==> src/rtl/convertidor_bcd_if.sv <==
// Handshake and result bus for convertidor_bcd.
// The caller (master) drives start/a; the converter (slave) drives busy/done/bcd/neg.
interface convertidor_bcd_if;
  logic        start;
  logic [13:0] a;
  logic        busy;
  logic        done;
  logic [19:0] bcd;
  logic        neg;

  modport master (output start, output a, input busy, input done, input bcd, input neg);
  modport slave  (input start, input a, output busy, output done, output bcd, output neg);
endinterface

==> src/rtl/convertidor_bcd.sv <==
// 14-bit binary to 5-digit packed BCD converter (double dabble, one bit per clock).
// Optional feature macro: CONVERTIDOR_SIGNED_EN treats the operand as two's
// complement and reports the sign on neg; undefined, neg is tied to 0.
module convertidor_bcd (
  input logic              clk,
  input logic              rst_n,
  convertidor_bcd_if.slave bus
);

  typedef enum logic [1:0] {IDLE, SHIFT, DONE} state_t;

  state_t      state_q, state_d;
  logic [33:0] shreg_q, shreg_d;
  logic [3:0]  cnt_q, cnt_d;
  logic [19:0] bcd_q, bcd_d;
  logic [13:0] mag;
  logic [3:0]  nib;
  logic [19:0] adj;
  logic [33:0] pre_shift;
  logic [33:0] shifted;
`ifdef CONVERTIDOR_SIGNED_EN
  logic        neg_q, neg_d;
  logic        sign_q, sign_d;
  logic        mag_neg;
`endif

  // Operand magnitude: two's complement negation in 14 bits is exact even for -8192
`ifdef CONVERTIDOR_SIGNED_EN
  always_comb begin
    mag_neg = bus.a[13];
    mag     = mag_neg ? (~bus.a + 14'd1) : bus.a;
  end
`else
  always_comb begin
    mag = bus.a;
  end
`endif

  // One double-dabble step: add 3 to every BCD nibble >= 5, then shift the whole register
  always_comb begin
    nib = '0;
    adj = '0;
    for (int i = 0; i < 5; i++) begin
      nib = shreg_q[14 + 4*i +: 4];
      adj[4*i +: 4] = (nib >= 4'd5) ? (nib + 4'd3) : nib;
    end
    pre_shift = {adj, shreg_q[13:0]};
    shifted   = pre_shift << 1;
  end

  // State register and datapath flops; reset discards any partial conversion
  always_ff @(posedge clk or negedge rst_n) begin
    if (!rst_n) begin
      state_q <= IDLE;
      shreg_q <= '0;
      cnt_q   <= '0;
      bcd_q   <= '0;
`ifdef CONVERTIDOR_SIGNED_EN
      neg_q   <= 1'b0;
      sign_q  <= 1'b0;
`endif
    end else begin
      state_q <= state_d;
      shreg_q <= shreg_d;
      cnt_q   <= cnt_d;
      bcd_q   <= bcd_d;
`ifdef CONVERTIDOR_SIGNED_EN
      neg_q   <= neg_d;
      sign_q  <= sign_d;
`endif
    end
  end

  // Next state and datapath updates; results land on the edge doing the 14th shift
  always_comb begin
    state_d = state_q;
    shreg_d = shreg_q;
    cnt_d   = cnt_q;
    bcd_d   = bcd_q;
`ifdef CONVERTIDOR_SIGNED_EN
    neg_d   = neg_q;
    sign_d  = sign_q;
`endif
    case (state_q)
      IDLE: begin
        if (bus.start) begin
          state_d = SHIFT;
          shreg_d = {20'b0, mag};
          cnt_d   = 4'd0;
`ifdef CONVERTIDOR_SIGNED_EN
          sign_d  = mag_neg;
`endif
        end
      end
      SHIFT: begin
        shreg_d = shifted;
        cnt_d   = cnt_q + 4'd1;
        if (cnt_q == 4'd13) begin
          state_d = DONE;
          bcd_d   = shifted[33:14];
`ifdef CONVERTIDOR_SIGNED_EN
          neg_d   = sign_q;
`endif
        end
      end
      DONE: begin
        state_d = IDLE;
      end
      default: begin
        state_d = IDLE;
      end
    endcase
  end

  // Outputs decoded from registered state and result flops only
  always_comb begin
    bus.busy = (state_q != IDLE);
    bus.done = (state_q == DONE);
    bus.bcd  = bcd_q;
`ifdef CONVERTIDOR_SIGNED_EN
    bus.neg  = neg_q;
`else
    bus.neg  = 1'b0;
`endif
  end

endmodule

==> src/flat_wrapper.sv <==
// flat-port wrapper written by rule: the top's interface ports become plain ports
module convertidor_bcd_flat 
  (clk, rst_n, bus_start, bus_a, bus_busy, bus_done, bus_bcd, bus_neg);
  convertidor_bcd_if bus_i ();
  input logic clk;
  input logic rst_n;
  input wire logic [$bits(bus_i.start)-1:0] bus_start;
  input wire logic [$bits(bus_i.a)-1:0] bus_a;
  output wire logic [$bits(bus_i.busy)-1:0] bus_busy;
  output wire logic [$bits(bus_i.done)-1:0] bus_done;
  output wire logic [$bits(bus_i.bcd)-1:0] bus_bcd;
  output wire logic [$bits(bus_i.neg)-1:0] bus_neg;
  assign bus_i.start = bus_start;
  assign bus_i.a = bus_a;
  assign bus_busy = bus_i.busy;
  assign bus_done = bus_i.done;
  assign bus_bcd = bus_i.bcd;
  assign bus_neg = bus_i.neg;
  convertidor_bcd u_core (.clk(clk), .rst_n(rst_n), .bus(bus_i));
endmodule
==> config.mk <==
export PLATFORM = sky130hd
export DESIGN_NAME = convertidor_bcd_flat
export DESIGN_NICKNAME = d
export VERILOG_FILES = /design/src/rtl/convertidor_bcd_if.sv /design/src/rtl/convertidor_bcd.sv /design/src/flat_wrapper.sv
export SDC_FILE = /design/constraint.sdc
export NUM_CORES = 1
export LEC_CHECK = 0
export BUFFER_PORTS_ARGS = -buffer_cell sky130_fd_sc_hd__buf_4
export CAP_MARGIN = 25
export CORE_MARGIN = 4
export CORE_UTILIZATION = 62
export DETAILED_ROUTE_END_ITERATION = 6
export PLACE_DENSITY = 0.85
export SLEW_MARGIN = 5
export SYNTH_ARGS = -nofsm -noshare
export SYNTH_HDL_FRONTEND = slang
export SYNTH_SLANG_ARGS = --single-unit
export TNS_END_PERCENT = 5
==> constraint.sdc <==
create_clock -name clk -period 3.5 [get_ports clk]
set_input_delay 0.7 -clock clk [delete_from_list [all_inputs] [get_ports clk]]
set_output_delay 0.7 -clock clk [all_outputs]
set_load 0.005 [all_outputs]
## After elaboration in Yosys (flattened, before gate mapping)

Index checks and enable logic that the tools add are counted.

| word-level totals | value |
|---|---|
| word-level logic and storage cells | 38 |
| register bits | 60 |

| cells by class | value |
|---|---|
| multiplexer cells | 12 |
| reduce and logical (&&, ||, !) cells | 6 |
| add/subtract/negate cells | 6 |
| magnitude comparators | 5 |
| equality and inequality tests | 5 |

Operator list:

| kind | number |
|---|---|
| $pmux 34 s2 | 1 |
| $mux 34 | 1 |
| $ge 4x3->1 const B | 5 |
| $mux 4 | 5 |
| $add 4x2->4 const B | 4 |
| $pmux 4 s2 | 1 |
| $reduce_and 2->1 | 3 |
| $add 4x1->4 const B | 1 |
| $eq 4x4->1 const B | 1 |
| $mux 2 | 2 |
| $pmux 2 s2 | 1 |
| $reduce_bool 2->1 | 2 |
| $add 3x2->3 const B | 1 |
| $mux 3 | 1 |
| $eq 2x1->1 const B | 1 |
| $eq 2x2->1 const B | 1 |
| $logic_not 2->1 | 1 |
| $ne 2x1->1 const B | 1 |
| $ne 2x2->1 const B | 1 |

## Longest topological paths before layout

| logic depth | value |
|---|---|
| depth in word-level cells | 3 |
| depth in mapped cells | 8 |
| gate-level depth less buffers | 7 |

## Least setup slack after synthesis

No wires, ideal clock.

| timing | value |
|---|---|
| path kind | reg-to-output |
| start point | register u_core.state_q[1] |
| end point | output bus_busy |
| path buffers | 2 |
| cell stages (with the launch flop) | 4 |
| arrival time | 1.016 ns |
| path slack | 1.784 ns |
| path through | dfrtp_1 buf_2 clkbuf_1 or2_2 |

| on the way | value |
|---|---|
| word-level cells in the longest chain between the ends | 1 |

RTL lines:

| item | line | RTL |
|---|---|---|
| start, declared | convertidor_bcd.sv:12 | `state_t state_q, state_d;` |
| start signal, assigned | convertidor_bcd.sv:63 | `state_q <= state_d;` |
| $reduce_bool 2->1 | convertidor_bcd.sv:117 | `bus.busy = (state_q != IDLE);` |
| end, declared | flat_wrapper.sv:9 | `output wire logic [$bits(bus_i.busy)-1:0] bus_busy;` |

Every way passes these cells.

## Worst setup path in the final report

| timing | value |
|---|---|
| start point | register u_core.state_q[1] |
| end point | register u_core.bcd_q[9], in the netlist u_core.bus.bcd[9] |

| on the way | value |
|---|---|
| word-level cells in the longest chain between the ends | 2 |

RTL lines:

| item | line | RTL |
|---|---|---|
| $eq 2x1->1 | convertidor_bcd.sv:84 | `case (state_q)` |
| $reduce_and 2->1 (no source line) | -- |  |
| end signal, assigned | convertidor_bcd.sv:57 | `bcd_q <= '0;` |
| end signal, assigned | convertidor_bcd.sv:66 | `bcd_q <= bcd_d;` |
| end, declared | convertidor_bcd.sv:15 | `logic [19:0] bcd_q, bcd_d;` |

Every way passes these cells.
A chain may end at the register's enable or synchronous reset.

==> impl_metrics.toml <==
[outcome]
status = "finished clean"

[setup_path]
ff2ff_path_depth = 4
crit_required_ns = 3.72
arrival_ns = 2.46
reg2reg_slack_ns = 1.27
critical_path.endpoint_type = "flip-flop"
path_class = "reg2reg"
critPathLaunchType = "flip-flop"
path_max_fanout = 22

[grt]
grt_start_max_net_pins = 61
grt_overflow = 0
grt_pass1_wl_um = 10400
antenna_found_initial = 0
grtUsageTotal = 0.221
grt_pass1_vias = 2264

[floorplanning]
design.die.area_um2 = 6070
die_w_um = 77.9
dieHeight_um = 77.9
io_pins = 40
core_um2 = 4720
fp-row-count = 25
start_util = 0.641

[power_and_ir_drop]
leakagePower_nw = 1.60
peakVddDrop_uv = 481
pwr_density_cell_nw_per_um2 = 979
power.total_mw = 3.46

[timing]
period_needed_ns = 2.23
slew_viol_final = 0
max_freq_mhz = 448
clock_skew_ns = 0.00725
max_slew.worst_pin.slew_ns = 1.01
hold_viol_final = 0
setup_viol = 0
rsz0062_at_grt = "no"
slew_headroom = 0.325
timing.final.crit_share = 0.638
setup_tns_ns = 0

[clocking]
cts-root-buf = "clkbuf_8"
tritoncts = "built"
cts_max_level = 3
clk_pin_slew_ns = 0.07
insertion_delay_ns = 0.34
ctsResizeCount = 0
post_cts_buffers = 0
cts.sink_count = 60
clk_path_buf_depth = 2
holdBufCountCts = 0
cts_buffers = 9

[route]
avgRoutedWirePerCell_um = 16.0
firstDrtPassIters = 4
via_per_inst = 5.82
route.detailed.drc = 0
postRouteWirelength_um = 6400
first_iter_violations = 180
vias = 2329
drt.antenna.violating_nets = 0

[place]
io_buffers = 38
place_congestion = 0.862
hpwlAfterDp_um = 4220
dpl_cell_area_um2 = 3300

[logic_synthesis]
synthesis.nets = 323
synth-seq-area-share = 0.496
synth.distinct_cells = 37
synth_top_area_cell = "dfrtp_1"
syn_inst = 294
ys_ff_latch = 60
synth_top_area_frac = 0.496
yosys_warnings = 0
synthTopCellsByArea = "dfrtp_1 50%, o21ai_0 6.3%, ha_1 5.0%, a21oi_1 3.8%, mux2_2 3.7%"
syn_area_um2 = 3030
avgSynthCellArea_um2 = 10.3

[min_path]
worstHoldPathType = "in2async"

[layout]
final_area_um2 = 3540
syn2layout_area_growth_pct = 16.9
drive_gt1_frac = 0.270
num_antenna_cells = 0
fin_nets = 357
finish.utilization = 0.749

[flow_run]
drv_cap = 0
per-layer routing:
metal,vias to the layer above,share of wire,routed length [um],track usage
met3,15,0.047,299,0.0418
met4,0,0.021,132,0.112
li1,1109,-,-,-
met2,59,0.51,3240,0.371
met5,-,0,0,0
met1,1146,0.43,2730,0.270
cell usage in the layout, fill, tap and decap left out, types with 3 or more instances in the layout:
| cell type | instances |
|---|---|
| a21oi_1 | 23 |
| a22o_1 | 8 |
| a22oi_1 | 13 |
| a31oi_2 | 3 |
| buf_4 | 39 |
| clkbuf_8 | 12 |
| dfrtp_1 | 60 |
| ha_1 | 12 |
| inv_1 | 11 |
| mux2_2 | 10 |
| nand2_1 | 29 |
| nand2b_1 | 6 |
| nor2_2 | 3 |
| nor2b_1 | 16 |
| nor3_1 | 6 |
| nor3b_1 | 4 |
| o21ai_0 | 38 |
| o21ai_2 | 8 |
| or3b_2 | 5 |
| xnor2_1 | 5 |
report_power, final:
group / switching (mW) / total (mW) / internal, mW
clock network: 0.271 / 0.727 / 0.457
registers: 0.308 / 1.32 / 1.01
logic: 0.724 / 1.42 / 0.697
final timing paths:
check,start,endpoint
worst min-delay path,rst_n,u_core.shreg_q[14]$_DFFE_PN0P_
min in group clk,u_core.bus.bcd[10]$_DFFE_PN0P_,u_core.bus.bcd[10]$_DFFE_PN0P_
worst max-delay path,u_core.state_q[1]$_DFFE_PN0P_,u_core.bus.bcd[9]$_DFFE_PN0P_
max in group asynchronous,rst_n,u_core.cnt_q[3]$_DFFE_PN0P_
worst min register to register,u_core.bus.bcd[10]$_DFFE_PN0P_,u_core.bus.bcd[10]$_DFFE_PN0P_
worst max register to register,u_core.state_q[1]$_DFFE_PN0P_,u_core.bus.bcd[9]$_DFFE_PN0P_
critical path, cell delays in order, from the launching register on:
cell,delay [ns]
dfrtp_1,0.78
nand2b_4,0.40
or2_4,0.37
clkinv_4,0.24
mux2_2,0.32
sequential cells by signal (all words and copies together) (netlist names):
signal and count:
u_core.shreg_q 34, u_core.bus.bcd 20, u_core.cnt_q 4, u_core.state_q 2
synthesized netlist by cell type:
library cell / instances
dfrtp_1: 60
o21ai_0: 38
nand2_1: 29
a21oi_1: 23
nor2b_1: 16
a22oi_1: 13
ha_1: 12
inv_1: 11
mux2_2: 10
a22o_1: 8
o21ai_2: 8
buf_2: 6
nand2b_1: 6
nor3_1: 6
clkbuf_1: 5
or3b_2: 5
xnor2_1: 5
nor3b_1: 4
a31oi_2: 3
nor2_2: 3
a31oi_1: 2
buf_4: 2
buf_6: 2
nand3_1: 2
nor2_1: 2
o21ai_1: 2
a21o_1: 1
a41oi_1: 1
buf_8: 1
clkinv_4: 1
conb_1: 1
mux2i_1: 1
nand2b_4: 1
nor2b_2: 1
o21bai_2: 1
or2_2: 1
or2_4: 1
through the flow:
stage / cells / hold slack (ns) / worst slack [ns]
after CTS: 400 / 0.448 / 1.29
after detailed placement: 384 / 0.469 / 1.31
after global placement: 384 / 0.466 / 1.37
after global routing: 400 / 0.493 / 1.16
after floorplan: 294 / 0.404 / 1.78
final: 400 / 0.427 / 1.27
final cells by class:
| cell class | instances | area, um^2 |
|---|---|---|
| fill | 297 | 1180 |
| inverter | 12 | 50.0 |
| timing repair buffer | 39 | 293 |
| tap | 67 | 83.8 |
| multi-input combinational | 206 | 1380 |
| sequential | 60 | 1500 |
| clock inverter | 4 | 70.1 |
| clock buffer | 12 | 165 |
cells by family (layout without fill, tap and decap cells):
kind of cell             count (synthesis)  in the layout  share of synthesized area
buffers and inverters                   28             67                     0.0500
AND/OR/NAND/NOR                         77             77                      0.140
flip-flops                              60             60                      0.496
XOR/XNOR                                 5              5                     0.0145
multiplexers                            11             11                     0.0405
adder cells (fa/ha/maj)                 12             12                     0.0496
other                                    1              1                    0.00124
AO/OA/AOI/OAI                          100            100                      0.208
No activity file was read; power rests on OpenSTA's default activity.
